### src/rtl/packer_pkg.sv
// ----------------------------------------------------------------------------
// packer_pkg
// Shared definitions for the packer and its matching extractor:
//   - default quantized-value width and packed memory-word width
//   - FSM state encoding used by the packing job controller
// ----------------------------------------------------------------------------
package packer_pkg;

   localparam int DEF_MAX_BITWIDTH    = 16;
   localparam int DEF_MEMORY_BITWIDTH = 16;

   typedef enum logic [1:0] {
      ST_IDLE  = 2'd0,
      ST_RUN   = 2'd1,
      ST_FLUSH = 2'd2,
      ST_DONE  = 2'd3
   } fsm_state_t;

endpackage

### src/rtl/packer_shifter.sv
// ----------------------------------------------------------------------------
// packer_shifter
// Combinational insert of one quantized value into the packing accumulator.
// Only the low bw bits of the value are kept (two's-complement truncation);
// they are placed starting at bit position fill and OR-ed into the
// accumulator, whose bits at and above fill are zero by construction.
//
// Ports:
//   acc     in  2*MEM_W   current accumulator contents
//   value   in  MAX_BW    quantized value to insert
//   bw      in  BW_W      effective bit width (1..MAX_BW)
//   fill    in  FILL_W    number of valid bits already in acc
//   acc_ins out 2*MEM_W   accumulator with the value inserted
// ----------------------------------------------------------------------------
module packer_shifter
   import packer_pkg::*;
#(
   parameter int MAX_BW = DEF_MAX_BITWIDTH,
   parameter int MEM_W  = DEF_MEMORY_BITWIDTH,
   parameter int BW_W   = $clog2(DEF_MAX_BITWIDTH) + 1,
   parameter int FILL_W = $clog2(2 * DEF_MEMORY_BITWIDTH)
)(
   input  logic [2*MEM_W-1:0] acc,
   input  logic [MAX_BW-1:0]  value,
   input  logic [BW_W-1:0]    bw,
   input  logic [FILL_W-1:0]  fill,
   output logic [2*MEM_W-1:0] acc_ins
);

   logic [MAX_BW-1:0]  masked;
   logic [2*MEM_W-1:0] widened;

   always_comb begin
      masked = '0;
      for (int i = 0; i < MAX_BW; i++) begin
         masked[i] = value[i] & (i < int'(bw));
      end
      widened = {{(2*MEM_W-MAX_BW){1'b0}}, masked};
      acc_ins = acc | (widened << fill);
   end

endmodule

### src/rtl/packer.sv
// ----------------------------------------------------------------------------
// packer
// Packs a stream of bw-bit quantized values LSB-first into MEMORY_BITWIDTH
// memory words, with values straddling word boundaries without gaps. A start
// pulse latches bw and the value count and (re)starts a job; the last partial
// word is zero-padded. done rises once every word has been handed off.
//
// Ports:
//   clk               in   sole clock, rising edge
//   rst               in   asynchronous active-high reset
//   start             in   single-cycle job start / abort
//   bitwidth_d        in   bits per value (0 or > max means max)
//   num_of_input_vals in   number of values in the job
//   values_rdy        in   producer has a valid value
//   value             in   quantized value (two's complement)
//   out_rdy           out  packer accepts a value this cycle
//   next_module_rdy   in   sink accepts the word this cycle
//   word_rdy          out  word is valid
//   word              out  packed memory word
//   done              out  job complete
// ----------------------------------------------------------------------------
module packer
   import packer_pkg::*;
#(
   parameter int MAX_BITWIDTH_QUANTIZED_DATA = DEF_MAX_BITWIDTH,
   parameter int MEMORY_BITWIDTH             = DEF_MEMORY_BITWIDTH
)(
   input  logic                                      clk,
   input  logic                                      rst,
   input  logic                                      start,
   input  logic [$clog2(MAX_BITWIDTH_QUANTIZED_DATA):0] bitwidth_d,
   input  logic [31:0]                               num_of_input_vals,
   input  logic                                      values_rdy,
   input  logic [MAX_BITWIDTH_QUANTIZED_DATA-1:0]    value,
   output logic                                      out_rdy,
   input  logic                                      next_module_rdy,
   output logic                                      word_rdy,
   output logic [MEMORY_BITWIDTH-1:0]                word,
   output logic                                      done
);

   localparam int BW_W   = $clog2(MAX_BITWIDTH_QUANTIZED_DATA) + 1;
   localparam int FILL_W = $clog2(2 * MEMORY_BITWIDTH);
   localparam int ACC_W  = 2 * MEMORY_BITWIDTH;

   localparam logic [FILL_W-1:0] FILL_MEM = FILL_W'(MEMORY_BITWIDTH);
   localparam logic [BW_W-1:0]   BW_MAX   = BW_W'(MAX_BITWIDTH_QUANTIZED_DATA);

   fsm_state_t                 state, state_n;
   logic [ACC_W-1:0]           acc, acc_n, acc_ins;
   logic [FILL_W-1:0]          fill, fill_n;
   logic [31:0]                count, count_n;
   logic [31:0]                num_q, num_n;
   logic [BW_W-1:0]            bw_q, bw_n;
   logic                       out_rdy_n, word_rdy_n, done_n;
   logic [MEMORY_BITWIDTH-1:0] word_n;
   logic                       in_xfer, out_xfer, slot_free;

   assign in_xfer   = values_rdy && out_rdy;
   assign out_xfer  = word_rdy && next_module_rdy;
   // The output register can take a new word if empty or draining now.
   assign slot_free = !word_rdy || out_xfer;

   packer_shifter #(
      .MAX_BW (MAX_BITWIDTH_QUANTIZED_DATA),
      .MEM_W  (MEMORY_BITWIDTH),
      .BW_W   (BW_W),
      .FILL_W (FILL_W)
   ) u_shifter (
      .acc     (acc),
      .value   (value),
      .bw      (bw_q),
      .fill    (fill),
      .acc_ins (acc_ins)
   );

   always_comb begin
      state_n    = state;
      acc_n      = acc;
      fill_n     = fill;
      count_n    = count;
      num_n      = num_q;
      bw_n       = bw_q;
      word_n     = word;
      word_rdy_n = word_rdy;

      if (out_xfer) begin
         word_rdy_n = 1'b0;
      end

      if (start) begin
         acc_n      = '0;
         fill_n     = '0;
         count_n    = '0;
         word_rdy_n = 1'b0;
         num_n      = num_of_input_vals;
         bw_n       = (bitwidth_d == '0 || bitwidth_d > BW_MAX) ? BW_MAX : bitwidth_d;
         state_n    = (num_of_input_vals == 32'd0) ? ST_DONE : ST_RUN;
      end else begin
         case (state)
            ST_RUN: begin
               // out_rdy is only high while fill < word width, so an accept
               // and a full-word emission never coincide.
               if (in_xfer) begin
                  acc_n   = acc_ins;
                  fill_n  = fill + FILL_W'(bw_q);
                  count_n = count + 32'd1;
               end else if (fill >= FILL_MEM && slot_free) begin
                  word_n     = acc[MEMORY_BITWIDTH-1:0];
                  acc_n      = acc >> MEMORY_BITWIDTH;
                  fill_n     = fill - FILL_MEM;
                  word_rdy_n = 1'b1;
               end
               if (count == num_q) begin
                  state_n = ST_FLUSH;
               end
            end
            ST_FLUSH: begin
               // Bits above fill are zero, so a partial word is padded for free.
               if (fill != '0 && slot_free) begin
                  word_n     = acc[MEMORY_BITWIDTH-1:0];
                  acc_n      = acc >> MEMORY_BITWIDTH;
                  fill_n     = (fill >= FILL_MEM) ? (fill - FILL_MEM) : '0;
                  word_rdy_n = 1'b1;
               end else if (fill == '0 && !word_rdy) begin
                  state_n = ST_DONE;
               end
            end
            default: ;
         endcase
      end

      out_rdy_n = (state_n == ST_RUN) && (fill_n < FILL_MEM) && (count_n < num_n);
      done_n    = (state_n == ST_DONE);
   end

   always_ff @(posedge clk or posedge rst) begin
      if (rst) begin
         state    <= ST_IDLE;
         acc      <= '0;
         fill     <= '0;
         count    <= '0;
         num_q    <= '0;
         bw_q     <= '0;
         out_rdy  <= 1'b0;
         word_rdy <= 1'b0;
         word     <= '0;
         done     <= 1'b0;
      end else begin
         state    <= state_n;
         acc      <= acc_n;
         fill     <= fill_n;
         count    <= count_n;
         num_q    <= num_n;
         bw_q     <= bw_n;
         out_rdy  <= out_rdy_n;
         word_rdy <= word_rdy_n;
         word     <= word_n;
         done     <= done_n;
      end
   end

endmodule

### config.mk
export PLATFORM = sky130hd
export DESIGN_NAME = packer
export DESIGN_NICKNAME = d
export VERILOG_FILES = /design/src/rtl/packer_pkg.sv /design/src/rtl/packer_shifter.sv /design/src/rtl/packer.sv
export SDC_FILE = /design/constraint.sdc
export NUM_CORES = 1
export LEC_CHECK = 0
export CAP_MARGIN = 0
export CORE_MARGIN = 5
export CORE_UTILIZATION = 40
export DETAILED_ROUTE_END_ITERATION = 10
export DONT_BUFFER_PORTS = 1
export GPL_ROUTABILITY_DRIVEN = 1
export GPL_TIMING_DRIVEN = 1
export SYNTH_ARGS = -nofsm -noshare
export SYNTH_HDL_FRONTEND = slang
export SYNTH_SLANG_ARGS = --single-unit
### constraint.sdc
create_clock -name clk -period 5.5 [get_ports clk]
set_clock_uncertainty 0.2 [all_clocks]
set_input_delay 0.825 -clock clk [delete_from_list [all_inputs] [get_ports clk]]
set_output_delay 0.825 -clock clk [all_outputs]
set_load 0.02 [all_outputs]
==> flow_summary.toml <==
[timing]
post-route-worst-setup-slack_ns = 1.359
min_period_ns = 4.141
hold_ws_ns = 0.1705
drv_slew = 0
setup_viol = 0
tightest_slew_ns = 1.175
hold_viol = 0
rsz0062_at_grt = "false"
tns_ns = 0
relSlewSlack_pct = 21.66
layout_worst_path_cycle_share_pct = 75.28
max_freq_ghz = 0.2415

[critical_path]
crit_start = "state[1]"
cp_slowest_cell = "nor4_1"
critical_path_class = "flop to flop"
crit_buf_inv = 1
r2r-start = "state[1]"
crit_path_max_incr_delay_ns = 0.80
crit_required_ns = 5.63
cp-start-kind = "flop"
cp_top_family = "simple AND/OR/NAND/NOR gates"
end_kind = "flop"
worstPathMaxFanout = 7
arrival_ns = 4.27
path_cells = "inv_1 > ha_1 > nand3_1 > or2_2 > nor4_1 > nand2_1 > xor2_1 > nor2_1 > ha_1 > a211o_1 > o221ai_1 > a21oi_1 > or4_1 > nor4_1"

[global_route]
grt-ovfl-total = 0
antenna_found_initial = 0
grt_pass1_vias = 7122
grt_max_degree = 94
grt_pass1_wl_mm = 40.01
grt.total_usage_pct = 20.54

[power_and_ir_drop]
comb_power_share_pct = 25.7
power.density_nw_per_um2 = 343.1
swShare_pct = 37.40
p_clk_share_pct = 34.3
p_switching_mw = 1.195
p_seq_share_pct = 40.0
cellInternalPower_mw = 2.000
vdd_ir_drop_max_uv = 220.9
power.leakage_nw = 4.037

[place]
hpwl_mm = 18.05
dp_slack_ns = 1.231
gp_congestion = 0.9020
portBuffers = 0

[clock_tree]
clk_pin_slew_ns = 0.07
cts_max_path_buffers = 2
cts_resized = 0
cts_setup_buffers = 0
htreeDepth = 4
cts_tree = "done"
ctsHoldBuffers = 0
clkLatencyLatePin_ns = 0.44
cts.sinks = 127
cts_root_buf = "clkbuf_16"
cts_buffers = 17

[synthesis]
synthDistinctLibCells = 86
ys_warn_count = 0
synthFlopType = "dfrtp_1"
synth-edff-count = 0
synth_nets = 1013
netlist_instances = 915
synth_area_um2 = 8562
ys_ff_latch = 127
synth_seq_area_share_pct = 37.12
async_flop_share_pct = 100.0
syn_area_per_cell_um2 = 9.357

[finish]
nets = 989
antenna_cells = 0
layout_common_cells = "dfrtp_1, nor2_1, nand2_1, inv_1, mux2i_1"
drive_gt1_share_pct = 10.18
synthToLayoutAreaGrowth_pct = 8.753
final_common_cell = "dfrtp_1"

[drt]
via_count = 7023
drtIter0Drc = 547
vias_per_cell = 5.957
drc_errors = 0
wl_per_cell_um = 20.87
first_pass_iters = 5
routed_wl_mm = 24.60
ant_nets = 0

[floorplan]
core_um2 = 21020
dieWidth_um = 156.3
start_util_pct = 40.73
io_pins = 77
chipHeight_um = 156.3
die_area_um2 = 24430
rows = 53

[status]
status = "complete, no violations"

[worst_hold_path]
hp-class = "input port to asynchronous set/reset pin"

[flow_run]
drv_cap = 0
-- registers in the layout, summed over array words and instances (netlist names) --
signal	flops
num_q	32
bw_q	5
state	2
word	16
count	32
out_rdy	1
acc	32
done	1
word_rdy	1
fill	5
-- worst reg2reg max path, cell delays in order, from the launching register on --
cell      delay, ns
dfrtp_1        0.40
inv_1          0.06
ha_1           0.24
nand3_1        0.17
or2_2          0.31
nor4_1         0.80
nand2_1        0.15
xor2_1         0.17
nor2_1         0.13
ha_1           0.26
a211o_1        0.27
o221ai_1       0.15
a21oi_1        0.06
or4_1          0.49
nor4_1         0.18
-- worst paths after layout --
path	cells after the start	slack, ns	end
min in group clk	1	0.28	acc[10]
worst min register to register	1	0.30	acc[23]
max in group asynchronous	2	3.78	acc[31]
worst max-delay path	14	1.36	out_rdy
worst max register to register	14	1.36	out_rdy
worst min-delay path	1	0.17	bw_q[0]
-- metal layers --
layer  global-route usage (%)  wire length (µm)  up-vias  share of wire, %
met5                        0                 0        -                 0
met4                    5.331               387        0               1.6
met3                    4.674              1323       32               5.4
met2                    34.91             12200      185                50
met1                    26.50             10690     3459                43
li1                         -                 -     3347                 -
-- power by group through the flow --
stage | registers (mW) | clock network [mW] | logic, mW
floorplan | 1.23 | 0 | 0.677
global placement | 1.30 | 0 | 0.815
detailed placement | 1.30 | 0 | 0.817
CTS | 1.28 | 1.11 | 0.822
global route | 1.30 | 1.16 | 0.913
finish | 1.28 | 1.10 | 0.822
-- kinds of logic (layout without fill, tap and decap cells) --
kind of cell	Yosys count	in the layout	synth area share [%]
AOI/OAI and AO/OA	224	224	19.77
DFF	127	127	37.12
and+or+nand+nor	301	301	17.73
buffers and inverters	95	84	4.559
muxes	67	67	8.651
xor gates and xnor gates	61	61	6.240
adders and majority gates	40	40	5.933
-- Yosys cell counts, types with 7 or more instances --
cell / n / area share, %
o221ai_1: 8 / 0.82
or3_1: 11 / 0.80
ha_1: 39 / 5.7
nor3_1: 20 / 1.2
dfrtp_1: 127 / 37
o21ai_0: 36 / 2.1
nor2_1: 82 / 3.6
o211ai_1: 11 / 0.96
and3_1: 7 / 0.51
mux2_2: 22 / 2.9
nand3_1: 32 / 1.9
o21a_1: 8 / 0.70
a21oi_1: 38 / 2.2
a21o_1: 10 / 0.88
mux2i_1: 41 / 4.8
nand2_1: 55 / 2.4
nor2b_1: 14 / 1.0
buf_2: 18 / 1.1
a211oi_1: 12 / 1.1
xnor2_1: 39 / 4.0
o22ai_1: 7 / 0.51
nor4_1: 16 / 1.2
clkbuf_1: 26 / 1.1
inv_1: 45 / 2.0
nand4_1: 25 / 1.8
xor2_1: 22 / 2.3
-- cell type report --
cell class | instances | area [µm²]
Sequential cell | 127 | 3178
Inverter | 45 | 173.9
Timing Repair Buffer | 7 | 52.55
Clock buffer | 17 | 425.4
Tap cell | 275 | 344.1
Clock inverter | 15 | 143.9
Multi-Input combinational cell | 693 | 4994
Fill cell | 2028 | 11710
-- through the flow --
stage	instances	power [mW]	area, µm²	utilization, %
3_3_place_gp	1147	2.114	8742	41.59
4_1_cts	1179	3.220	9311	44.30
3_5_place_dp	1147	2.119	8742	41.59
5_1_grt	1179	3.374	9311	44.30
6_report	1179	3.194	9311	44.30
2_1_floorplan	915	1.904	8562	-
(Power assumes the default switching activity.)
